<file path="config.mk">
export PLATFORM = sky130hd
export DESIGN_NAME = excess3_to_bcd_stream
export DESIGN_NICKNAME = d
export VERILOG_FILES = /design/src/rtl/excess3_pkg.sv /design/src/rtl/excess3_digit_dec.sv /design/src/rtl/excess3_to_bcd_stream.sv
export SDC_FILE = /design/constraint.sdc
export NUM_CORES = 1
export LEC_CHECK = 0
export ABC_AREA = 0
export CAP_MARGIN = 20
export CELL_PAD_IN_SITES_DETAIL_PLACEMENT = 1
export CELL_PAD_IN_SITES_GLOBAL_PLACEMENT = 1
export CORE_UTILIZATION = 39
export DETAILED_ROUTE_END_ITERATION = 12
export PLACE_DENSITY_LB_ADDON = 0.08
export SETUP_SLACK_MARGIN = 0.02
export SYNTH_ARGS = -nofsm -noshare
export SYNTH_HDL_FRONTEND = slang
export SYNTH_SLANG_ARGS = --single-unit
</file>
<file path="constraint.sdc">
create_clock -name clk -period 4.6 [get_ports clk]
set_input_delay 1.38 -clock clk [delete_from_list [all_inputs] [get_ports clk]]
set_output_delay 1.38 -clock clk [all_outputs]
set_load 0.005 [all_outputs]
</file>
<file path="src/rtl/excess3_pkg.sv">
`default_nettype none
// ---------------------------------------------------------------------------
// excess3_pkg : shared constants and types for the Excess-3 decoder slice
// Revision    : 1.0
// ---------------------------------------------------------------------------
package excess3_pkg;

  localparam logic [3:0] E3_OFFSET = 4'd3;
  localparam logic [3:0] E3_MIN    = 4'h3;
  localparam logic [3:0] E3_MAX    = 4'hC;

  typedef enum logic [0:0] {
    ACCUM = 1'b0,
    HOLD  = 1'b1
  } state_t;

  typedef logic [3:0] bcd_digit_t;

endpackage
`default_nettype wire

</file>
<file path="src/rtl/excess3_digit_dec.sv">
`default_nettype none
// ---------------------------------------------------------------------------
// excess3_digit_dec : combinational Excess-3 to BCD digit decode
// Revision          : 1.0
// ---------------------------------------------------------------------------
module excess3_digit_dec
  import excess3_pkg::*;
(
  input  logic [3:0] e,
  output logic [3:0] bcd,
  output logic       invalid
);

  assign invalid = (e < E3_MIN) || (e > E3_MAX);
  // Invalid codes store a zero digit so the packed word stays legal BCD.
  assign bcd     = invalid ? 4'h0 : (e - E3_OFFSET);

endmodule
`default_nettype wire

</file>
<file path="src/rtl/excess3_to_bcd_stream.sv">
`default_nettype none
// ---------------------------------------------------------------------------
// excess3_to_bcd_stream : serial Excess-3 digits in (LSD first), packed BCD out
// Revision              : 1.0
// ---------------------------------------------------------------------------
module excess3_to_bcd_stream
  import excess3_pkg::*;
#(
  parameter  int NDIGITS = 4,
  localparam int CW      = $clog2(NDIGITS + 1)
) (
  input  logic                 clk,
  input  logic                 rst_n,
  input  logic                 in_valid,
  output logic                 in_ready,
  input  logic [3:0]           in_digit,
  input  logic                 in_last,
  output logic                 out_valid,
  input  logic                 out_ready,
  output logic [4*NDIGITS-1:0] out_bcd,
  output logic [CW-1:0]        out_ndigits,
  output logic                 out_err
);

  localparam logic [CW-1:0] LAST_IDX = CW'(NDIGITS - 1);

  state_t         state;
  logic [CW-1:0]  idx;
  bcd_digit_t     dec_bcd;
  logic           dec_invalid;
  logic           accept;

  excess3_digit_dec u_dec (
    .e       (in_digit),
    .bcd     (dec_bcd),
    .invalid (dec_invalid)
  );

  // Ready depends on state alone, keeping handshakes free of comb paths.
  assign in_ready = (state == ACCUM);
  assign accept   = in_valid && in_ready;

  always_ff @(posedge clk or negedge rst_n) begin
    if (!rst_n) begin
      state       <= ACCUM;
      idx         <= '0;
      out_bcd     <= '0;
      out_ndigits <= '0;
      out_err     <= 1'b0;
      out_valid   <= 1'b0;
    end else begin
      case (state)
        ACCUM: begin
          if (accept) begin
            out_bcd[4*idx +: 4] <= dec_bcd;
            out_err             <= out_err | dec_invalid;
            if (in_last || (idx == LAST_IDX)) begin
              state       <= HOLD;
              out_valid   <= 1'b1;
              out_ndigits <= idx + 1'b1;
              idx         <= '0;
            end else begin
              idx <= idx + 1'b1;
            end
          end
        end
        HOLD: begin
          if (out_ready) begin
            state       <= ACCUM;
            out_valid   <= 1'b0;
            out_bcd     <= '0;
            out_ndigits <= '0;
            out_err     <= 1'b0;
          end
        end
        default: state <= ACCUM;
      endcase
    end
  end

endmodule
`default_nettype wire

</file>
* Yosys cells after proc, flatten, opt, wreduce, memory -nomap -nowiden
Index checks and enable logic that the tools add are counted.
** Word-level totals
- Latch bits :: 0
- Output and inout port bits :: 22
- Flip-flop bits (word level) :: 25
- Memories :: 0
- RAM bits :: 0
- Memory bits (read-only) :: 0
** Cells by class
- Shift-type cells :: 2
- Equal/unequal tests :: 4
- $mul :: 0
- Bitwise operators :: 2
- Mux-type cells :: 20
- Add/subtract/negate cells :: 3
- Div/mod/pow operators :: 0
- Order comparisons :: 2
- Reductions and logical operators :: 6
** Operators with widths (count)
- $neg 5->34 :: 1
- $shift 4x34->16 const A :: 1
- $shiftx 4x34->16 :: 1
- $mux 16 :: 2
- $pmux 16 s2 :: 1
- $bwmux 16 :: 1
- $mux 3 :: 4
- $mux 1 :: 7
- $pmux 1 s2 :: 3
- $pmux 3 s2 :: 1
- $gt 4x4->1 const B :: 1
- $lt 4x2->1 const B :: 1
- $mux 4 :: 1
- $ne 2x1->1 const B :: 2
- $reduce_and 2->1 :: 2
- $sub 4x2->4 const B :: 1
- $add 3x1->3 const B :: 1
- $eq 3x2->1 const B :: 1
- $reduce_and 3->1 :: 1
- $logic_or 1x1->1 :: 2
- $ne 2x2->1 const B :: 1
- $logic_and 1x1->1 :: 1
- $not 1->1 :: 1
- $or 1x1->1 :: 1

* Logic depth before layout (Yosys ltp)
Gate-level depths: netlist (run 1).
- Depth in word-level cells :: 7
- Mapped depth :: 7
- Depth with buffers taken out :: 7

* Hierarchy
From an unflattened synthesis (run 1), not the netlist that was laid out.
** Unflattened totals
- Cell total of the unflattened synthesis :: 129
- Area, all modules :: 1238.7 sq um
** Modules (own cells, without submodules)
- excess3_to_bcd_stream :: sequential area each 625.6 sq um, area each 1131.1 sq um, cells each 112, times used 1
- excess3_digit_dec :: sequential area each 0.0 sq um, area each 107.6 sq um, cells each 17, times used 1

* Worst setup path after synthesis (run 1)
No wires, ideal clock.
- Path kind :: input to register
- From :: input port in_digit[0]
- To :: register out_bcd[6]
- Path slack :: 2.218 ns
- Data arrival time :: 2.259 ns
- Buffers on the path :: 0
- Data required time :: 4.477 ns
- Stages :: 6
- Cells stage by stage :: inv_1 > ha_1 > and2b_1 > a2bb2oi_1 > mux2_2 > o21ai_1
** Between the ends
- Cells in the longest elaborated chain, start to end :: 7
- Elaborated cells on any way between the ends :: 9
** RTL lines
- start, declared :: RTL line excess3_to_bcd_stream.sv:16 : input logic [3:0] in_digit,
- $lt 4x2->1 / $gt 4x4->1 (equally long branches) :: RTL line excess3_digit_dec.sv:14 : assign invalid = (e < E3_MIN) || (e > E3_MAX);
- $logic_or 1x1->1 :: RTL line excess3_digit_dec.sv:14
- $mux 4 * :: RTL line excess3_digit_dec.sv:16 : assign bcd = invalid ? 4'h0 : (e - E3_OFFSET);
- $shiftx 4x34->16 * :: RTL line excess3_to_bcd_stream.sv:55 : out_bcd[4*idx +: 4] <= dec_bcd;
- $bwmux 16 * :: RTL line excess3_to_bcd_stream.sv:55
- $mux 16 * :: RTL line excess3_to_bcd_stream.sv:54 : if (accept) begin
- $pmux 16 s2 * :: RTL line excess3_to_bcd_stream.sv:52 : case (state)
- end signal, assigned :: RTL line excess3_to_bcd_stream.sv:47 : out_bcd <= '0;
- end signal, assigned by index :: RTL line excess3_to_bcd_stream.sv:55
- end signal, assigned :: RTL line excess3_to_bcd_stream.sv:71 : out_bcd <= '0;
- end, declared :: RTL line excess3_to_bcd_stream.sv:20 : output logic [4*NDIGITS-1:0] out_bcd,
Mark *: on every way between the ends. The rest lies on a longest branch, timed or not. The select of a mux whose other input is x is not followed.
A chain may end at the register's enable or synchronous reset.

* Worst setup path after layout (run 1)
- From :: input port in_digit[0]
- To :: register out_bcd[13]
Same word-level chain as after synthesis.

==> impl_table.tex, run 1 <==
\begin{tabular}{lr}
\hline
Metric & Value \\
\hline
\multicolumn{2}{l}{\textbf{Placed design}} \\
\quad Count of input and output buffers & 30 \\
\quad Routability congestion estimate from global placement & 0.746 \\
\quad Post-detailed-placement half-perimeter wirelength & 2300 um \\
\quad Worst setup timing slack at the placement stage & 1.49 ns \\
\multicolumn{2}{l}{\textbf{Timing}} \\
\quad Transition time of the tightest slew-check pin & 0.701 ns \\
\quad Count of final hold-check violations & 0 \\
\quad Clock skew after layout & 0.00910 ns \\
\quad RSZ-0062 raised after global routing & no \\
\quad Worst relative slew slack & 0.531 \\
\quad Hold Worst Slack & 0.499 ns \\
\quad Peak clock frequency supported by timing & 361 MHz \\
\quad Total negative slack for setup checks & 0 ns \\
\quad Time the final worst path needs with I/O delays and setup & 2.77 ns \\
\quad Number of pins with negative max-slew slack in the final report & 0 \\
\quad Setup-violating endpoint count in the final report & 0 \\
\quad Period utilization & 0.602 \\
\quad Final worst setup slack & 1.83 ns \\
\multicolumn{2}{l}{\textbf{Logic synthesis}} \\
\quad Post-synth design cell area & 0.00120 mm2 \\
\quad Post-synth net total & 130 \\
\quad Share of synthesized area occupied by flip-flops and latches & 0.522 \\
\quad Top cell type's share of synthesized area & 0.522 \\
\quad Mean instance size in the synthesized netlist & 10.4 um2 \\
\quad Warnings, synthesis & 0 \\
\quad Most area-consuming cells after synthesis & sky130\_fd\_sc\_hd\_\_dfrtp\_1 (52\%), sky130\_fd\_sc\_hd\_\_nand3\_1 (8.4\%), sky130\_fd\_sc\_hd\_\_o21ai\_0 (6.7\%) \\
\quad Post-synthesis instance total & 115 \\
\quad Post-synth top area cell & sky130\_fd\_sc\_hd\_\_dfrtp\_1 \\
\quad Total of flip-flops plus latches after synthesis & 25 \\
\quad Count of cell types in the netlist & 25 \\
\multicolumn{2}{l}{\textbf{Clock tree}} \\
\quad Clock latency of the later-clocked register in the worst-skew pair & 0.32 ns \\
\quad CTS-repair resized insts & 0 \\
\quad Number of buffers inserted to repair setup after CTS & 0 \\
\quad Clock net sink count & 25 \\
\quad Clock buffer depth & 2 \\
\quad Library cell used as clock root buffer & sky130\_fd\_sc\_hd\_\_clkbuf\_4 \\
\quad H-tree levels & 1 \\
\quad CTS tree & yes \\
\quad Count of hold buffers inserted by post-cts repair & 0 \\
\quad Clock-pin transition on the worst setup and hold timing paths & 0.15 ns \\
\quad Clock buffers created by TritonCTS & 3 \\
\multicolumn{2}{l}{\textbf{Critical path}} \\
\quad Element type at the critical path end & flip-flop \\
\quad Peak fanout along the critical path & 4 \\
\quad Kind of start point of the critical path & primary input \\
\quad Arrival time of data at the critical path endpoint & 3.01 ns \\
\quad Req. time, crit path & 4.84 ns \\
\quad Setup slack of the most critical reg-to-reg path & 2.41 ns \\
\quad Startpoint-to-endpoint class of the critical path & primary input to flip-flop \\
\multicolumn{2}{l}{\textbf{Detailed routing}} \\
\quad Routed Antenna Nets & 0 \\
\quad DRC violation count after routing & 1 \\
\quad Via-to-Cell Ratio & 5.56 \\
\quad Post-detailed-routing wire length & 2950 um \\
\quad DRT iter0 DRCs & 34 \\
\quad Number of iterations in the first detailed-routing pass & 8 \\
\quad Vias after detailed routing & 995 \\
\quad Detailed-route wire length per cell & 16.5 um \\
\multicolumn{2}{l}{\textbf{Global routing}} \\
\quad Overall routing resource usage & 0.207 \\
\quad GR Overflow Total & 0 \\
\quad Vias in the first global route & 1095 \\
\quad Wire length of the first global-routing pass & 5190 um \\
\quad Initial antenna violation count & 0 \\
\quad Pin count of the biggest net entering global routing & 21 \\
\multicolumn{2}{l}{\textbf{Power and ir drop}} \\
\quad Power per cell area & 407 mW/mm2 \\
\quad Part of the power in registers & 0.460 \\
\quad VDD IR-drop max & 0.155 mV \\
\quad Sw Ratio & 0.344 \\
\quad Cell Int Power & 424 uW \\
\quad Power consumption & 646 uW \\
\quad Logic pwr share & 0.384 \\
\quad Power share of the clock group & 0.156 \\
\quad Leakage component of the power & 0.669 nW \\
\quad NetSw & 222 uW \\
\multicolumn{2}{l}{\textbf{Die}} \\
\quad Num ports & 31 \\
\quad Die H & 57.4 um \\
\quad Cell row count & 19 \\
\quad Die Width & 57.4 um \\
\quad Placeable core area & 0.00283 mm2 \\
\quad Initial core utilization & 0.424 \\
\quad Die Area & 0.00330 mm2 \\
\multicolumn{2}{l}{\textbf{Run status}} \\
\quad Violated checks & DRC \\
\quad Run status & complete, but fails checks \\
\multicolumn{2}{l}{\textbf{Layout}} \\
\quad Number of antenna repair diodes & 0 \\
\quad Fraction of final layout cells with drive strength greater than 1 & 0.0743 \\
\quad Nets@finish & 164 \\
\quad Area growth, synth to finish & 32.5\% \\
\quad Finished Core Util & 0.561 \\
\multicolumn{2}{l}{\textbf{Worst hold path}} \\
\quad Hold WC Path Type & flip-flop to flip-flop \\
\multicolumn{2}{l}{\textbf{Job}} \\
\quad Number of violations of the max-capacitance limit & 0 \\
\hline
\end{tabular}
## routing by layer
metal / track usage / part of all wire / vias to the layer above / wire length (um)
li1: - / - / 476 / -
met1: 0.264 / 0.43 / 497 / 1260
met2: 0.355 / 0.52 / 18 / 1540
met3: 0.0317 / 0.036 / 4 / 105
met4: 0.0732 / 0.014 / 0 / 42
met5: 0 / 0 / - / 0
## power by group through the flow
stage / clock network (mW) / registers [mW] / logic, mW
floorplan: 0 / 0.299 / 0.130
global placement: 0 / 0.299 / 0.236
detailed placement: 0 / 0.302 / 0.252
CTS: 0.106 / 0.297 / 0.253
global route: 0.113 / 0.304 / 0.277
finish: 0.100 / 0.297 / 0.248
## cell usage in the layout (no fill, tap or decap)
cell type                          n
sky130_fd_sc_hd__clkdlybuf4s50_1  30
sky130_fd_sc_hd__dfrtp_1          25
sky130_fd_sc_hd__nand3_1          20
sky130_fd_sc_hd__o21ai_0          16
sky130_fd_sc_hd__nand2_1           9
sky130_fd_sc_hd__inv_1             8
sky130_fd_sc_hd__o21ai_1           6
sky130_fd_sc_hd__ha_1              6
sky130_fd_sc_hd__nor2_1            3
sky130_fd_sc_hd__clkbuf_4          3
sky130_fd_sc_hd__and2b_1           2
sky130_fd_sc_hd__or3_1             2
sky130_fd_sc_hd__o22ai_1           2
sky130_fd_sc_hd__o21a_1            2
sky130_fd_sc_hd__nor2b_1           1
sky130_fd_sc_hd__mux2i_1           1
sky130_fd_sc_hd__and4bb_4          1
sky130_fd_sc_hd__a2bb2oi_1         1
sky130_fd_sc_hd__nand4_1           1
sky130_fd_sc_hd__mux2_2            1
sky130_fd_sc_hd__nor3_1            1
sky130_fd_sc_hd__a21oi_1           1
sky130_fd_sc_hd__nor4b_4           1
sky130_fd_sc_hd__nand4_4           1
sky130_fd_sc_hd__nand3_2           1
sky130_fd_sc_hd__o2111ai_4         1
sky130_fd_sc_hd__clkinvlp_4        1
sky130_fd_sc_hd__buf_16            1
## synthesized netlist by cell type
cell	count
sky130_fd_sc_hd__dfrtp_1	25
sky130_fd_sc_hd__nand3_1	20
sky130_fd_sc_hd__o21ai_0	16
sky130_fd_sc_hd__nand2_1	9
sky130_fd_sc_hd__inv_1	8
sky130_fd_sc_hd__ha_1	6
sky130_fd_sc_hd__o21ai_1	6
sky130_fd_sc_hd__nor2_1	3
sky130_fd_sc_hd__and2b_1	2
sky130_fd_sc_hd__clkbuf_1	2
sky130_fd_sc_hd__o21a_1	2
sky130_fd_sc_hd__o22ai_1	2
sky130_fd_sc_hd__or3_1	2
sky130_fd_sc_hd__a21oi_1	1
sky130_fd_sc_hd__a2bb2oi_1	1
sky130_fd_sc_hd__and4bb_4	1
sky130_fd_sc_hd__mux2_2	1
sky130_fd_sc_hd__mux2i_1	1
sky130_fd_sc_hd__nand3_2	1
sky130_fd_sc_hd__nand4_1	1
sky130_fd_sc_hd__nand4_4	1
sky130_fd_sc_hd__nor2b_1	1
sky130_fd_sc_hd__nor3_1	1
sky130_fd_sc_hd__nor4b_4	1
sky130_fd_sc_hd__o2111ai_4	1
## worst paths after layout
check / startpoint / to / depth (start not counted)
worst min register to register: out_valid / out_valid / 2
worst max register to register: idx[0] / out_bcd[7] / 7
worst min-delay path: out_valid / out_valid / 2
max in group asynchronous: rst_n / out_bcd[3] / 2
worst max-delay path: in_digit[0] / out_bcd[13] / 7
min in group asynchronous: rst_n / idx[0] / 1
## flip-flops by register name (all words and copies together), names as in the netlist
signal,cells
out_valid,1
out_err,1
idx,3
state,1
out_bcd,16
out_ndigits,3
## metrics by stage
step,instance area [um2],cells
2_1_floorplan,1200,115
3_3_place_gp,1530,174
3_5_place_dp,1560,175
4_1_cts,1590,179
5_1_grt,1590,179
6_report,1590,179
## cell families (layout without fill, tap and decap cells)
logic type | count (synthesis) | count (layout) | share of synthesized area
flip-flops | 25 | 25 | 0.522
AND/OR/NAND/NOR | 43 | 43 | 0.218
adder cells (fa/ha/maj) | 6 | 6 | 0.0626
AO/OA/AOI/OAI | 29 | 29 | 0.148
multiplexers | 2 | 2 | 0.0177
buffers and inverters | 10 | 43 | 0.0313
## worst max-delay path, cell delays in order
cell and delay, ns:
sky130_fd_sc_hd__clkdlybuf4s50_1 0.45, sky130_fd_sc_hd__inv_1 0.10, sky130_fd_sc_hd__ha_1 0.17, sky130_fd_sc_hd__and2b_1 0.20, sky130_fd_sc_hd__a21oi_1 0.33, sky130_fd_sc_hd__nand2_1 0.19, sky130_fd_sc_hd__o21ai_0 0.19
## final cells by class
| type | instances | area, um2 |
|---|---|---|
| clock buffer | 3 | 22.5 |
| clock inverter | 1 | 7.51 |
| fill | 316 | 1240 |
| inverter | 8 | 30.0 |
| multi-input combinational | 80 | 536 |
| sequential | 25 | 626 |
| tap | 31 | 38.8 |
| timing repair buffer | 31 | 328 |
Note: power is estimated with default switching activity, not from simulation.
==> run 2, diff against run 1 <==
--- a/config.mk
+++ b/config.mk
@@ -9,7 +9,7 @@
 export CAP_MARGIN = 20
 export CELL_PAD_IN_SITES_DETAIL_PLACEMENT = 1
 export CELL_PAD_IN_SITES_GLOBAL_PLACEMENT = 1
-export CORE_UTILIZATION = 39
+export CORE_UTILIZATION = 36
 export DETAILED_ROUTE_END_ITERATION = 12
 export PLACE_DENSITY_LB_ADDON = 0.08
 export SETUP_SLACK_MARGIN = 0.02
==> constraint.sdc (replaced) <==
create_clock -name clk -period 2.6 [get_ports clk]
set_input_delay 0.78 -clock clk [delete_from_list [all_inputs] [get_ports clk]]
set_output_delay 0.78 -clock clk [all_outputs]
set_load 0.005 [all_outputs]
==> run 2 against run 1 <==
  * The run now ends clean
  * Via count rose by 0.10%
  * Clock skew fell by 0.0042 ns
  * Setup slack got worse by 1.4 ns
  * Design area rose by 1.0%
  * Core utilization fell by 4.4 points
  * First-iteration DRC count fell by 35%
  * Power rose by 77%
  * Combinational power rose by 85%
  * Routed wire length fell by 1.2%
  * Sequential share of layout area fell by 0.40 points
  * Sequential cell count did not move
  * Critical endpoint is now in_ready
  * Largest cell class unchanged
  * Largest power group unchanged
==> impl_table.tex, run 2 (synthesized netlist as in run 1, its figures left out) <==
\begin{tabular}{lr}
\hline
Metric & Value \\
\hline
\multicolumn{2}{l}{\textbf{Clock tree}} \\
\quad CTS tree & yes \\
\quad Clock net sink count & 25 \\
\quad Library cell used as clock root buffer & sky130\_fd\_sc\_hd\_\_clkbuf\_4 \\
\quad Number of buffers inserted to repair setup after CTS & 0 \\
\quad Clock latency of the later-clocked register in the worst-skew pair & 0.31 ns \\
\quad Clock-pin transition on the worst setup and hold timing paths & 0.14 ns \\
\quad Count of hold buffers inserted by post-cts repair & 0 \\
\quad Clock buffers created by TritonCTS & 3 \\
\quad Clock buffer depth & 2 \\
\quad CTS-repair resized insts & 0 \\
\quad H-tree levels & 1 \\
\multicolumn{2}{l}{\textbf{Layout}} \\
\quad Regs by FF count & out\_bcd (16), idx (3), out\_ndigits (3) \\
\quad Most common library cell in the layout ignoring fill and taps & sky130\_fd\_sc\_hd\_\_clkdlybuf4s50\_1 \\
\quad Top library cells by usage in the layout, fill and taps aside & sky130\_fd\_sc\_hd\_\_clkdlybuf4s50\_1 (30), sky130\_fd\_sc\_hd\_\_dfrtp\_1 (25), sky130\_fd\_sc\_hd\_\_nand3\_1 (20) \\
\quad Area growth, synth to finish & 33.8\% \\
\quad Number of antenna repair diodes & 0 \\
\quad Nets@finish & 167 \\
\quad Number of flip-flops in the largest register & 16 \\
\quad Fraction of final layout cells with drive strength greater than 1 & 0.0927 \\
\quad Top reg by flops & out\_bcd \\
\multicolumn{2}{l}{\textbf{Detailed routing}} \\
\quad DRT iter0 DRCs & 22 \\
\quad Routed Antenna Nets & 0 \\
\quad Via-to-Cell Ratio & 5.11 \\
\quad Post-detailed-routing wire length & 2920 um \\
\quad DRC violation count after routing & 0 \\
\quad Vias after detailed routing & 996 \\
\quad Number of iterations in the first detailed-routing pass & 4 \\
\quad Detailed-route wire length per cell & 14.9 um \\
\multicolumn{2}{l}{\textbf{Global routing}} \\
\quad GR Overflow Total & 0 \\
\quad Pin count of the biggest net entering global routing & 26 \\
\quad Initial antenna violation count & 0 \\
\quad Vias in the first global route & 1025 \\
\quad Overall routing resource usage & 0.186 \\
\quad Wire length of the first global-routing pass & 4900 um \\
\multicolumn{2}{l}{\textbf{Timing}} \\
\quad Peak clock frequency supported by timing & 462 MHz \\
\quad Period utilization & 0.833 \\
\quad Number of pins with negative max-slew slack in the final report & 0 \\
\quad Final worst setup slack & 0.435 ns \\
\quad Setup-violating endpoint count in the final report & 0 \\
\quad Transition time of the tightest slew-check pin & 0.476 ns \\
\quad Worst relative slew slack & 0.681 \\
\quad Count of final hold-check violations & 0 \\
\quad Total negative slack for setup checks & 0 ns \\
\quad RSZ-0062 raised after global routing & no \\
\quad Clock skew after layout & 0.00494 ns \\
\quad Time the final worst path needs with I/O delays and setup & 2.16 ns \\
\multicolumn{2}{l}{\textbf{Power and ir drop}} \\
\quad Logic pwr share & 0.400 \\
\quad Power share of the clock group & 0.150 \\
\quad Cell Int Power & 755 uW \\
\quad Power per cell area & 713 mW/mm2 \\
\quad Leakage component of the power & 0.679 nW \\
\quad Sw Ratio & 0.340 \\
\quad Part of the power in registers & 0.449 \\
\quad NetSw & 389 uW \\
\quad VDD IR-drop max & 0.235 mV \\
\multicolumn{2}{l}{\textbf{Die}} \\
\quad Die H & 59.7 um \\
\quad Die Width & 59.7 um \\
\quad Placeable core area & 0.00310 mm2 \\
\quad Num ports & 31 \\
\quad Initial core utilization & 0.386 \\
\quad Cell row count & 20 \\
\quad Die Area & 0.00356 mm2 \\
\multicolumn{2}{l}{\textbf{Critical path}} \\
\quad Kind of start point of the critical path & flip-flop \\
\quad Maximum cell stage delay along the critical path & 0.51 ns \\
\quad Req. time, crit path & 1.82 ns \\
\quad Number of logic stages on the critical path including buffering & 2 \\
\quad CP top delay family & buffers and inverters \\
\quad Arrival time of data at the critical path endpoint & 1.38 ns \\
\quad Critical-path top delay cell & sky130\_fd\_sc\_hd\_\_clkdlybuf4s50\_1 \\
\quad Element type at the critical path end & output port \\
\quad Peak fanout along the critical path & 5 \\
\quad Buffers and inverters on the worst path & 2 \\
\quad Startpoint-to-endpoint class of the critical path & flip-flop to output port \\
\quad Path depth of the worst reg2reg path & 7 \\
\quad Cell Chain, Critical Path & inv\_1 > clkdlybuf4s50\_1 \\
\multicolumn{2}{l}{\textbf{Job}} \\
\quad Number of violations of the max-capacitance limit & 0 \\
\multicolumn{2}{l}{\textbf{Placed design}} \\
\quad Count of input and output buffers & 30 \\
\quad Worst setup timing slack at the placement stage & 0.203 ns \\
\quad Routability congestion estimate from global placement & 0.713 \\
\quad Post-detailed-placement half-perimeter wirelength & 2300 um \\
\multicolumn{2}{l}{\textbf{Worst hold path}} \\
\quad Cell depth of the worst hold path & 2 \\
\quad Hold WC Path Type & flip-flop to flip-flop \\
\multicolumn{2}{l}{\textbf{Run status}} \\
\quad Run status & completed \\
\hline
\end{tabular}
run 2: cell types whose count changed in the layout (fill, tap and decap cells not counted):
| cell | previous run | this run |
|---|---|---|
| sky130_fd_sc_hd__buf_4 | 0 | 4 |
| sky130_fd_sc_hd__clkinvlp_4 | 1 | 0 |
| sky130_fd_sc_hd__clkinv_2 | 0 | 1 |
| sky130_fd_sc_hd__buf_16 | 1 | 0 |
run 2: final timing paths:
kind                                to  slack (ns)       from
setup / recovery              in_ready        0.44      state
max in group asynchronous  out_bcd[13]        1.54      rst_n
hold reg to reg              out_valid        0.50  out_valid
hold / removal               out_valid        0.50  out_valid
min in group asynchronous        state        0.82      rst_n
setup reg to reg            out_bcd[7]        0.67     idx[1]
run 2: worst reg2reg max path: cells and delay by family, from the launching register on:
family / cells / cell delay, ns
buffers and inverters: 1 / 0.12
adders and majority gates: 2 / 0.56
and+or+nand+nor: 3 / 0.62
DFF: 1 / 0.44
AOI/OAI and AO/OA: 1 / 0.09
run 2: stage by stage:
step | area [um2] | instances | hold slack, ns | power (mW) | util
after floorplan | 1200 | 115 | 0.471 | 0.759 | -
after global placement | 1580 | 191 | 0.460 | 0.966 | 0.508
after detailed placement | 1580 | 191 | 0.482 | 0.989 | 0.508
after CTS | 1600 | 195 | 0.513 | 1.16 | 0.517
after global routing | 1600 | 195 | 0.550 | 1.23 | 0.517
final | 1600 | 195 | 0.500 | 1.14 | 0.517
run 2: layer usage:
| layer | vias up | routed length, um | share of wire | global-route usage |
|---|---|---|---|---|
| met5 | - | 0 | 0 | 0 |
| met3 | 2 | 93 | 0.032 | 0.0281 |
| met4 | 0 | 16 | 0.0055 | 0.0598 |
| met1 | 495 | 1250 | 0.43 | 0.233 |
| met2 | 19 | 1550 | 0.53 | 0.327 |
| li1 | 480 | - | - | - |
run 2: final cells by class:
cell class / instances / area (um2)
clock buffer: 3 / 22.5
fill: 364 / 1500
clock inverter: 1 / 5.00
tap: 44 / 55.1
multi-input combinational: 80 / 536
sequential: 25 / 626
timing repair buffer: 34 / 330
inverter: 8 / 30.0
run 2: power by group through the flow:
stage	Sequential [mW]	Combinational (mW)	Clock, mW
6_report	0.514	0.458	0.172
5_1_grt	0.525	0.510	0.199
4_1_cts	0.516	0.467	0.179
3_5_place_dp	0.523	0.466	0
3_3_place_gp	0.518	0.448	0
2_1_floorplan	0.529	0.230	0
